### src/rtl/coca_vend_ctrl_if.sv
// Key/display/status bundle between the vending controller and its neighbours.
interface coca_vend_ctrl_if;
  logic [3:0]  flag_key;      // [0] coin 0.5, [1] coin 1.0, [2] buy, [3] cancel
  logic [23:0] rNum;          // BCD credit for the 7-segment scanner
  logic        dispense;
  logic        change_pulse;
  logic        reject;
  logic [3:0]  led;

  // Key source side (debouncer / testbench)
  modport master (
    output flag_key,
    input  rNum, dispense, change_pulse, reject, led
  );

  // Controller side
  modport slave (
    input  flag_key,
    output rNum, dispense, change_pulse, reject, led
  );
endinterface

### src/rtl/coca_vend_ctrl.sv
// Vending transaction controller: coin credit, product dispense and change payout.
module coca_vend_ctrl #(
  parameter int unsigned PRICE       = 25,
  parameter int unsigned CREDIT_MAX  = 95,
  parameter int unsigned DISP_CYCLES = 50_000_000,
  parameter int unsigned PULSE_HI    = 5_000_000,
  parameter int unsigned PULSE_LO    = 5_000_000
) (
  input logic              sclk,
  input logic              rst,
  coca_vend_ctrl_if.slave  bus
);

  // Payout is split into high and low phases; both report CHANGE on the LEDs.
  typedef enum logic [2:0] {StIdle, StCredit, StVend, StChgHi, StChgLo} state_e;

  // One shared timer, wide enough for the longest phase.
  localparam int unsigned TMax0 = (DISP_CYCLES > PULSE_HI) ? DISP_CYCLES : PULSE_HI;
  localparam int unsigned TMax  = (TMax0 > PULSE_LO) ? TMax0 : PULSE_LO;
  localparam int unsigned TW    = (TMax > 1) ? $clog2(TMax) : 1;

  localparam logic [TW-1:0] DispLast = TW'(DISP_CYCLES - 1);
  localparam logic [TW-1:0] HiLast   = TW'(PULSE_HI - 1);
  localparam logic [TW-1:0] LoLast   = TW'(PULSE_LO - 1);
  localparam logic [6:0]    Price7   = 7'(PRICE);
  localparam logic [6:0]    Max7     = 7'(CREDIT_MAX);

  state_e        state_q, state_d;
  logic [6:0]    credit_q, credit_d;
  logic [TW-1:0] timer_q, timer_d;
  logic          reject_q, reject_d;
  logic          dispense_q, change_pulse_q;
  logic [3:0]    led_q, led_d;
  logic [23:0]   rnum_q, rnum_d;

  logic       ev_cancel, ev_buy, ev_c10, ev_c5, ev_coin;
  logic [6:0] coin_val, coin_sum;

  // Priority arbitration: cancel > buy > coin 1.0 > coin 0.5.
  always_comb begin
    ev_cancel = bus.flag_key[3];
    ev_buy    = (bus.flag_key[3:2] == 2'b01);
    ev_c10    = (bus.flag_key[3:1] == 3'b001);
    ev_c5     = (bus.flag_key == 4'b0001);
    ev_coin   = ev_c10 | ev_c5;
    coin_val  = ev_c10 ? 7'd10 : 7'd5;
    coin_sum  = credit_q + coin_val;   // at most 99 + 10, fits in 7 bits
  end

  // Next-state, credit and timer update.
  always_comb begin
    state_d  = state_q;
    credit_d = credit_q;
    timer_d  = timer_q;
    reject_d = 1'b0;
    unique case (state_q)
      StIdle, StCredit: begin
        if (ev_cancel) begin
          if (credit_q != 7'd0) begin
            state_d = StChgHi;
            timer_d = '0;
          end
        end else if (ev_buy) begin
          if (credit_q >= Price7) begin
            credit_d = credit_q - Price7;
            state_d  = StVend;
            timer_d  = '0;
          end else begin
            reject_d = 1'b1;
          end
        end else if (ev_coin) begin
          if (coin_sum <= Max7) begin
            credit_d = coin_sum;
            state_d  = StCredit;
          end else begin
            reject_d = 1'b1;
          end
        end
      end
      StVend: begin
        if (timer_q == DispLast) begin
          timer_d = '0;
          state_d = (credit_q != 7'd0) ? StChgHi : StIdle;
        end else begin
          timer_d = timer_q + TW'(1);
        end
      end
      StChgHi: begin
        reject_d = ev_coin;
        if (timer_q == HiLast) begin
          timer_d  = '0;
          credit_d = credit_q - 7'd5;
          state_d  = StChgLo;
        end else begin
          timer_d = timer_q + TW'(1);
        end
      end
      StChgLo: begin
        reject_d = ev_coin;
        if (timer_q == LoLast) begin
          timer_d = '0;
          state_d = (credit_q != 7'd0) ? StChgHi : StIdle;
        end else begin
          timer_d = timer_q + TW'(1);
        end
      end
      default: state_d = StIdle;
    endcase
  end

  // LED decode from the current state and BCD conversion of current credit.
  always_comb begin
    led_d = 4'b0001;
    unique case (state_q)
      StIdle:           led_d = 4'b0001;
      StCredit:         led_d = 4'b0010;
      StVend:           led_d = 4'b0100;
      StChgHi, StChgLo: led_d = 4'b1000;
      default:          led_d = 4'b0001;
    endcase
    rnum_d = {16'h0000, 4'(credit_q / 7'd10), 4'(credit_q % 7'd10)};
  end

  // State, credit and registered outputs; reset drops everything at once.
  always_ff @(posedge sclk or posedge rst) begin
    if (rst) begin
      state_q        <= StIdle;
      credit_q       <= 7'd0;
      timer_q        <= '0;
      reject_q       <= 1'b0;
      dispense_q     <= 1'b0;
      change_pulse_q <= 1'b0;
      led_q          <= 4'b0001;
      rnum_q         <= 24'h000000;
    end else begin
      state_q        <= state_d;
      credit_q       <= credit_d;
      timer_q        <= timer_d;
      reject_q       <= reject_d;
      dispense_q     <= (state_d == StVend);
      change_pulse_q <= (state_d == StChgHi);
      led_q          <= led_d;
      rnum_q         <= rnum_d;
    end
  end

  assign bus.rNum         = rnum_q;
  assign bus.dispense     = dispense_q;
  assign bus.change_pulse = change_pulse_q;
  assign bus.reject       = reject_q;
  assign bus.led          = led_q;

endmodule

### src/flat_wrapper.sv
// flat-port wrapper written by rule: the top's interface ports become plain ports
module coca_vend_ctrl_flat 
#(
  parameter int unsigned PRICE       = 25,
  parameter int unsigned CREDIT_MAX  = 95,
  parameter int unsigned DISP_CYCLES = 50_000_000,
  parameter int unsigned PULSE_HI    = 5_000_000,
  parameter int unsigned PULSE_LO    = 5_000_000
)
  (sclk, rst, bus_flag_key, bus_rNum, bus_dispense, bus_change_pulse, bus_reject, bus_led);
  coca_vend_ctrl_if bus_i ();
  input logic sclk;
  input logic rst;
  input wire logic [$bits(bus_i.flag_key)-1:0] bus_flag_key;
  output wire logic [$bits(bus_i.rNum)-1:0] bus_rNum;
  output wire logic [$bits(bus_i.dispense)-1:0] bus_dispense;
  output wire logic [$bits(bus_i.change_pulse)-1:0] bus_change_pulse;
  output wire logic [$bits(bus_i.reject)-1:0] bus_reject;
  output wire logic [$bits(bus_i.led)-1:0] bus_led;
  assign bus_i.flag_key = bus_flag_key;
  assign bus_rNum = bus_i.rNum;
  assign bus_dispense = bus_i.dispense;
  assign bus_change_pulse = bus_i.change_pulse;
  assign bus_reject = bus_i.reject;
  assign bus_led = bus_i.led;
  coca_vend_ctrl #(.PRICE(PRICE), .CREDIT_MAX(CREDIT_MAX), .DISP_CYCLES(DISP_CYCLES), .PULSE_HI(PULSE_HI), .PULSE_LO(PULSE_LO)) u_core (.sclk(sclk), .rst(rst), .bus(bus_i));
endmodule
### config.mk
export PLATFORM = sky130hd
export DESIGN_NAME = coca_vend_ctrl_flat
export DESIGN_NICKNAME = d
export VERILOG_FILES = /design/src/rtl/coca_vend_ctrl_if.sv /design/src/rtl/coca_vend_ctrl.sv /design/src/flat_wrapper.sv
export SDC_FILE = /design/constraint.sdc
export NUM_CORES = 1
export LEC_CHECK = 0
export CAP_MARGIN = 20
export CORE_MARGIN = 10
export CORE_UTILIZATION = 52
export DETAILED_ROUTE_END_ITERATION = 7
export GPL_TIMING_DRIVEN = 1
export PLACE_DENSITY_LB_ADDON = 0.05
export SYNTH_ARGS = -nofsm -noshare
export SYNTH_HDL_FRONTEND = slang
export SYNTH_SLANG_ARGS = --single-unit
### constraint.sdc
create_clock -name sclk -period 2.7 [get_ports sclk]
set_clock_uncertainty 0.05 [all_clocks]
set_input_delay 0.54 -clock sclk [delete_from_list [all_inputs] [get_ports sclk]]
set_output_delay 0.54 -clock sclk [all_outputs]
set_load 0.01 [all_outputs]
==> results.sh, run 1 <==
export IMPL_yosys_top_cells_area="dfrtp_1 (33%), nor2_1 (3.8%), ha_1 (3.3%), a21oi_1 (3.2%), buf_4 (3.2%)"
export IMPL_timing_final_crit_period_ns=2.61
export IMPL_htreeDepth=2
export IMPL_max_freq_mhz=383
export IMPL_totalWireLength_um=10100
export IMPL_ctsHoldBuffers=0
export IMPL_grt_max_degree=24
export IMPL_cap_violations=0
export IMPL_drt_iter0_drc=119
export IMPL_path_class="flip-flop to flip-flop"
export IMPL_vdd_drop_max_v=0.000165
export IMPL_numCtsBuffers=5
export IMPL_netlist_instances=436
export IMPL_n_antenna_cell=0
export IMPL_grt_pass1_wl_um=16900
export IMPL_gp_congestion=0.978
export IMPL_pin_count=37
export IMPL_hold_ws_ns=0.483
export IMPL_via_count=3506
export IMPL_avgSynthCellArea_um2=8.64
export IMPL_ant_nets=0
export IMPL_path_clk_slew_ns=0.09
export IMPL_critPathRequiredTime_ns=2.84
export IMPL_synth_edf_count=0
export IMPL_cts_sinks=51
export IMPL_yosys_area_top_type="dfrtp_1"
export IMPL_grt_antenna_before_repair=0
export IMPL_grt_pass1_vias=3414
export IMPL_yosysSeqAreaShare_pct=33.9
export IMPL_drt_pass1_iter_count=4
export IMPL_p_leak_uw=0.00197
export IMPL_synth_ff_type="dfrtp_1"
export IMPL_clockBufferDepth=2
export IMPL_worstPathMaxFanout=12
export IMPL_multi_input_area_um2=2350
export IMPL_start_util_pct=54.5
export IMPL_gr_total_overflow=0
export IMPL_end_kind="flip-flop"
export IMPL_drv_slew=0
export IMPL_worstPathArrival_ns=2.75
export IMPL_viasPerCell=5.87
export IMPL_rrSetupSlack_ns=0.09
export IMPL_die_area_um2=11000
export IMPL_crit_path_end="u_core.timer_q[5]$_DFFE_PP0P_"
export IMPL_netlist_top_cells_count="dfrtp_1 (50), nor2_1 (38), nand2_1 (29), a21oi_1 (24), o21ai_0 (19)"
export IMPL_regToRegStartpoint="u_core.timer_q[10]$_DFFE_PP0P_"
export IMPL_status="complete, no violations"
export IMPL_nFillCells=604
export IMPL_synth_top_area_share_pct=33.2
export IMPL_nNetsFinal=517
export IMPL_drive_gt1_share_pct=22.2
export IMPL_yosysWarnings=0
export IMPL_startpoint_type="flip-flop"
export IMPL_yosysMostFrequentCell="dfrtp_1"
export IMPL_core_um2=6910
export IMPL_seq_area_um2=1280
export IMPL_finalPower_uw=1390
export IMPL_hp_class="flip-flop to flip-flop"
export IMPL_clk_insertion_delay_late_ns=0.30
export IMPL_synth_ff_latch_count=51
export IMPL_die_y_um=105
export IMPL_drc=0
export IMPL_portBuffers=20
export IMPL_finalHoldViolCount=0
export IMPL_crit_start="u_core.timer_q[10]$_DFFE_PP0P_"
export IMPL_cts_tree="done"
export IMPL_worstRegToRegCells=6
export IMPL_setup_violations=0
export IMPL_hpwl_um=7870
export IMPL_rows=30
export IMPL_wire_per_inst_um=17.0
export IMPL_synthArstFlopShare_pct=100
export IMPL_ys_types=76
export IMPL_r2r_end="u_core.timer_q[5]$_DFFE_PP0P_"
export IMPL_die_w_um=105
export IMPL_cts_root_buf="clkbuf_8"
export IMPL_syn_area_um2=3770
export IMPL_pwr_density_cell_nw_per_um2=306
export IMPL_fin_crit_sh_pct=96.7
export IMPL_grt_use_total_pct=18.1
export IMPL_area_delta_synth_final_pct=20.9
## sequential cells by signal, indices dropped and copies added, names as in the netlist
name / cells
u_core.bus.rNum: 8
u_core.state_q: 3
u_core.bus.led: 4
u_core.bus.reject: 1
u_core.credit_q: 7
u_core.bus.dispense: 1
u_core.bus.change_pulse: 1
u_core.timer_q: 26
## critical path: stages, from the launching register on
cell and delay (ns):
dfrtp_1 0.44, or4b_4 0.56, or4_4 0.57, nor2_4 0.21, o22ai_2 0.20, a21o_1 0.23
a22o_1 0.23
## how the worst min path moves through the flow
stage,slack (ns),start,cells past startpoint,endpoint
after floorplan,0.44,u_core.credit_q[0]$_DFFE_PP0P_,0,u_core.bus.rNum[0]$_DFF_PP0_
after global routing,0.49,u_core.credit_q[0]$_DFFE_PP0P_,0,u_core.bus.rNum[0]$_DFF_PP0_
after CTS,0.49,u_core.timer_q[2]$_DFFE_PP0P_,1,u_core.timer_q[2]$_DFFE_PP0P_
after detailed placement,0.48,u_core.timer_q[2]$_DFFE_PP0P_,1,u_core.timer_q[2]$_DFFE_PP0P_
final,0.48,u_core.credit_q[0]$_DFFE_PP0P_,0,u_core.bus.rNum[0]$_DFF_PP0_
after global placement,0.47,u_core.timer_q[2]$_DFFE_PP0P_,1,u_core.timer_q[2]$_DFFE_PP0P_
## final cells by class
class | count | share of cell area [%]
repair buffers | 81 | 14.6
clock inverters | 1 | 0.110
flip-flops and latches | 51 | 28.1
multi-input cells | 344 | 51.5
clock buffers | 7 | 1.68
inverters | 17 | 1.40
well taps | 96 | 2.64
## where the power goes
group	switching, µW	leakage, µW	internal [µW]
Sequential	5.77	0.000614	771
Combinational	105	0.00131	85.7
Clock	244	0.0000422	183
## stage by stage
| step | instances | worst slack [ns] | area (µm²) | TNS (ns) | utilization, % |
|---|---|---|---|---|---|
| 2_1_floorplan | 451 | 0.0113 | 3850 | 0 | - |
| 3_3_place_gp | 584 | -0.502 | 4370 | -5.76 | 63.3 |
| 3_5_place_dp | 584 | -0.552 | 4370 | -6.70 | 63.3 |
| 4_1_cts | 595 | 0.00282 | 4490 | 0 | 65.0 |
| 5_1_grt | 597 | -0.0299 | 4560 | -0.0299 | 66.0 |
| 6_report | 597 | 0.0892 | 4560 | 0 | 66.0 |
## per-layer routing
layer	GRT usage (%)	wire length [µm]	part of all wire, %	up-vias
met5	0	0	0	-
met4	5.59	184	1.8	0
met3	2.27	380	3.8	20
met2	33.9	5390	53	103
met1	20.7	4180	41	1682
li1	-	-	-	1701
## layout by cell type (no fill, tap or decap), types with 7 or more instances in the layout
cell type,count
nand4_1,10
xor2_1,9
a31oi_1,7
nor4_1,7
nand3_1,9
dfrtp_1,48
xnor2_1,12
nor2_1,36
conb_1,16
nand2_1,28
ha_1,7
a21o_1,7
buf_4,59
or3_1,10
a21oi_1,22
inv_1,15
nor3_1,15
clkdlybuf4s50_1,17
o21ai_0,18
## cells by family after synthesis
| kind of cell | Yosys count | share of synthesized area, % |
|---|---|---|
| simple gates | 170 | 25.2 |
| compound gates | 119 | 22.3 |
| buf+inv | 56 | 7.87 |
| flops | 51 | 33.9 |
| xor+xnor | 22 | 5.11 |
| fa+ha+maj | 11 | 3.85 |
| mux | 6 | 1.66 |
| other cells | 1 | 0.0995 |
## what timing repair did
action	CTS	global route
pin swaps	8	13
endpoints found under the setup margin	11	19
buffers inserted	3	2
resized for setup	7	19
No activity file was read; power rests on OpenSTA's default activity.
==> run 2, diff against run 1 <==
--- a/config.mk
+++ b/config.mk
@@ -7,7 +7,7 @@
 export LEC_CHECK = 0
 export CAP_MARGIN = 20
 export CORE_MARGIN = 10
-export CORE_UTILIZATION = 52
+export CORE_UTILIZATION = 29
 export DETAILED_ROUTE_END_ITERATION = 7
 export GPL_TIMING_DRIVEN = 1
 export PLACE_DENSITY_LB_ADDON = 0.05
==> run 2 against run 1 <==
Power grew 25%. Sequential share of layout area down 2.0 points. First-iteration DRC count up 76%. Maximum frequency barely moved. Sequential power hardly changed. Flip-flop and latch count unchanged. Critical endpoint is now u_core.credit_q[3]$_DFFE_PP0P_. Largest power group unchanged.
==> results.sh, run 2 (synthesis gave the netlist of run 1 again) <==
export IMPL_status="complete, no violations"
export IMPL_drc=0
export IMPL_worstPathArrival_ns=2.75
export IMPL_multi_input_area_um2=2350
export IMPL_fin_crit_sh_pct=96.6
export IMPL_grt_use_total_pct=13.2
export IMPL_grt_max_degree=52
export IMPL_clockBufferDepth=2
export IMPL_p_leak_uw=0.00211
export IMPL_totalWireLength_um=11800
export IMPL_numCtsBuffers=5
export IMPL_grt_pass1_wl_um=18900
export IMPL_cts_root_buf="clkbuf_16"
export IMPL_gr_total_overflow=0
export IMPL_die_area_um2=17900
export IMPL_setup_violations=0
export IMPL_portBuffers=20
export IMPL_die_y_um=134
export IMPL_grt_pass1_vias=3480
export IMPL_clk_insertion_delay_late_ns=0.30
export IMPL_path_class="input pin to flip-flop"
export IMPL_cap_violations=0
export IMPL_r2r_end="u_core.credit_q[3]$_DFFE_PP0P_"
export IMPL_finalHoldViolCount=0
export IMPL_netSwitchingPower_uw=418
export IMPL_finalPower_uw=1740
export IMPL_p_comb_share_pct=11.6
export IMPL_seq_area_um2=1280
export IMPL_htreeDepth=2
export IMPL_mostFrequentLayoutCells="buf_4 (76), dfrtp_1 (48), nor2_1 (36), nand2_1 (28), a21oi_1 (22)"
export IMPL_top_register="u_core.timer_q"
export IMPL_drive_gt1_share_pct=24.7
export IMPL_core_um2=12700
export IMPL_path_clk_slew_ns=0.07
export IMPL_final_common_cell="buf_4"
export IMPL_largest_reg_flops=26
export IMPL_wire_per_inst_um=17.1
export IMPL_drv_slew=0
export IMPL_worstRegToRegCells=9
export IMPL_grt_antenna_before_repair=0
export IMPL_timing_final_crit_period_ns=2.61
export IMPL_post_dp_cell_area_um2=4610
export IMPL_max_freq_mhz=383
export IMPL_ctsHoldBuffers=0
export IMPL_die_w_um=134
export IMPL_regToRegStartpoint="u_core.credit_q[0]$_DFFE_PP0P_"
export IMPL_hp_class="flip-flop to flip-flop"
export IMPL_nNetsFinal=534
export IMPL_rrSetupSlack_ns=0.10
export IMPL_startpoint_type="input pin"
export IMPL_hold_path_end="u_core.bus.rNum[0]$_DFF_PP0_"
export IMPL_p_sw_share_pct=24.0
export IMPL_gp_congestion=0.880
export IMPL_final_cell_area_um2=4900
export IMPL_viasPerCell=5.16
export IMPL_dp_slack_ns=-0.743
export IMPL_critPathRequiredTime_ns=2.84
export IMPL_n_antenna_cell=0
export IMPL_cts_tree="done"
export IMPL_holdPathStages=0
export IMPL_via_count=3561
export IMPL_ant_nets=0
export IMPL_start_util_pct=29.7
export IMPL_drt_pass1_iter_count=4
export IMPL_fin_ws_ns=0.0909
export IMPL_vdd_drop_max_v=0.000239
export IMPL_min_from="u_core.credit_q[0]$_DFFE_PP0P_"
export IMPL_nFillCells=1320
export IMPL_worstPathMaxFanout=7
export IMPL_area_delta_synth_final_pct=30.0
export IMPL_p_clk_share_pct=43.7
export IMPL_pin_count=37
export IMPL_pwr_density_cell_nw_per_um2=356
export IMPL_end_kind="flip-flop"
export IMPL_hpwl_um=9030
export IMPL_p_int_uw=1330
export IMPL_rows=41
export IMPL_setup_tns_ns=0
export IMPL_cts_sinks=51
export IMPL_p_seq_share_pct=44.6
export IMPL_drt_iter0_drc=209
-- run 2: cell count changes in the layout (fill, tap and decap cells not counted), moves of 2 or more --
cell / delta
clkbuf_16: +5
clkbuf_8: -4
buf_4: +17
buf_12: +2
clkbuf_1: -2
-- run 2: worst max path at each step --
stage | start | to | slack (ns) | depth (start not counted)
after global placement | bus_flag_key[3] | u_core.credit_q[3]$_DFFE_PP0P_ | -0.67 | 11
after detailed placement | bus_flag_key[3] | u_core.credit_q[3]$_DFFE_PP0P_ | -0.74 | 11
after global routing | u_core.credit_q[0]$_DFFE_PP0P_ | u_core.credit_q[0]$_DFFE_PP0P_ | -0.004 | 10
after floorplan | bus_flag_key[3] | u_core.credit_q[3]$_DFFE_PP0P_ | 0.01 | 10
final | bus_flag_key[3] | u_core.credit_q[3]$_DFFE_PP0P_ | 0.09 | 11
after CTS | bus_flag_key[2] | u_core.credit_q[3]$_DFFE_PP0P_ | -0.01 | 11
-- run 2: final cells by class --
cell class                      count  share of cell area [%]
Inverter                           17                    1.30
Tap cell                          172                    4.39
Multi-Input combinational cell    344                    48.0
Sequential cell                    51                    26.1
Timing Repair Buffer               98                    16.7
Clock buffer                        6                    2.84
Clock inverter                      2                   0.715
-- run 2: critical path, cell delays in order --
cell and delay (ns):
buf_4 0.13, nor2_4 0.13, nand2_4 0.08, ha_4 0.17, fa_2 0.40, a211o_1 0.33, o21ai_2 0.09, nand4_1 0.18
a31oi_4 0.34, nor2_2 0.07, mux2_2 0.28
-- run 2: timing repair --
action | CTS | global route
resized for setup | 7 | 21
pin swaps | 7 | 14
endpoints found under the setup margin | 12 | 26
buffers inserted | 1 | 5
cloned | 0 | 0
-- run 2: metal layers --
metal | global-route usage, % | up-vias | share of wire (%)
met4 | 5.44 | 0 | 3.0
met3 | 2.76 | 19 | 4.0
met1 | 15.3 | 1715 | 41
met2 | 23.0 | 87 | 52
met5 | 0 | - | 0
li1 | - | 1740 | -
-- run 2: per-stage QoR --
| step | cells | utilization, % | hold slack, ns |
|---|---|---|---|
| CTS | 685 | 37.9 | 0.481 |
| global placement | 676 | 36.4 | 0.436 |
| global route | 690 | 38.7 | 0.412 |
| detailed placement | 676 | 36.4 | 0.462 |
| floorplan | 451 | - | 0.441 |
| finish | 690 | 38.7 | 0.395 |
-- run 2: power by group through the flow --
stage,Clock (µW),Sequential [µW],Combinational [µW]
6_report,763,778,203
5_1_grt,823,779,225
4_1_cts,794,778,196
3_5_place_dp,0,793,194
3_3_place_gp,0,793,194
2_1_floorplan,0,794,114
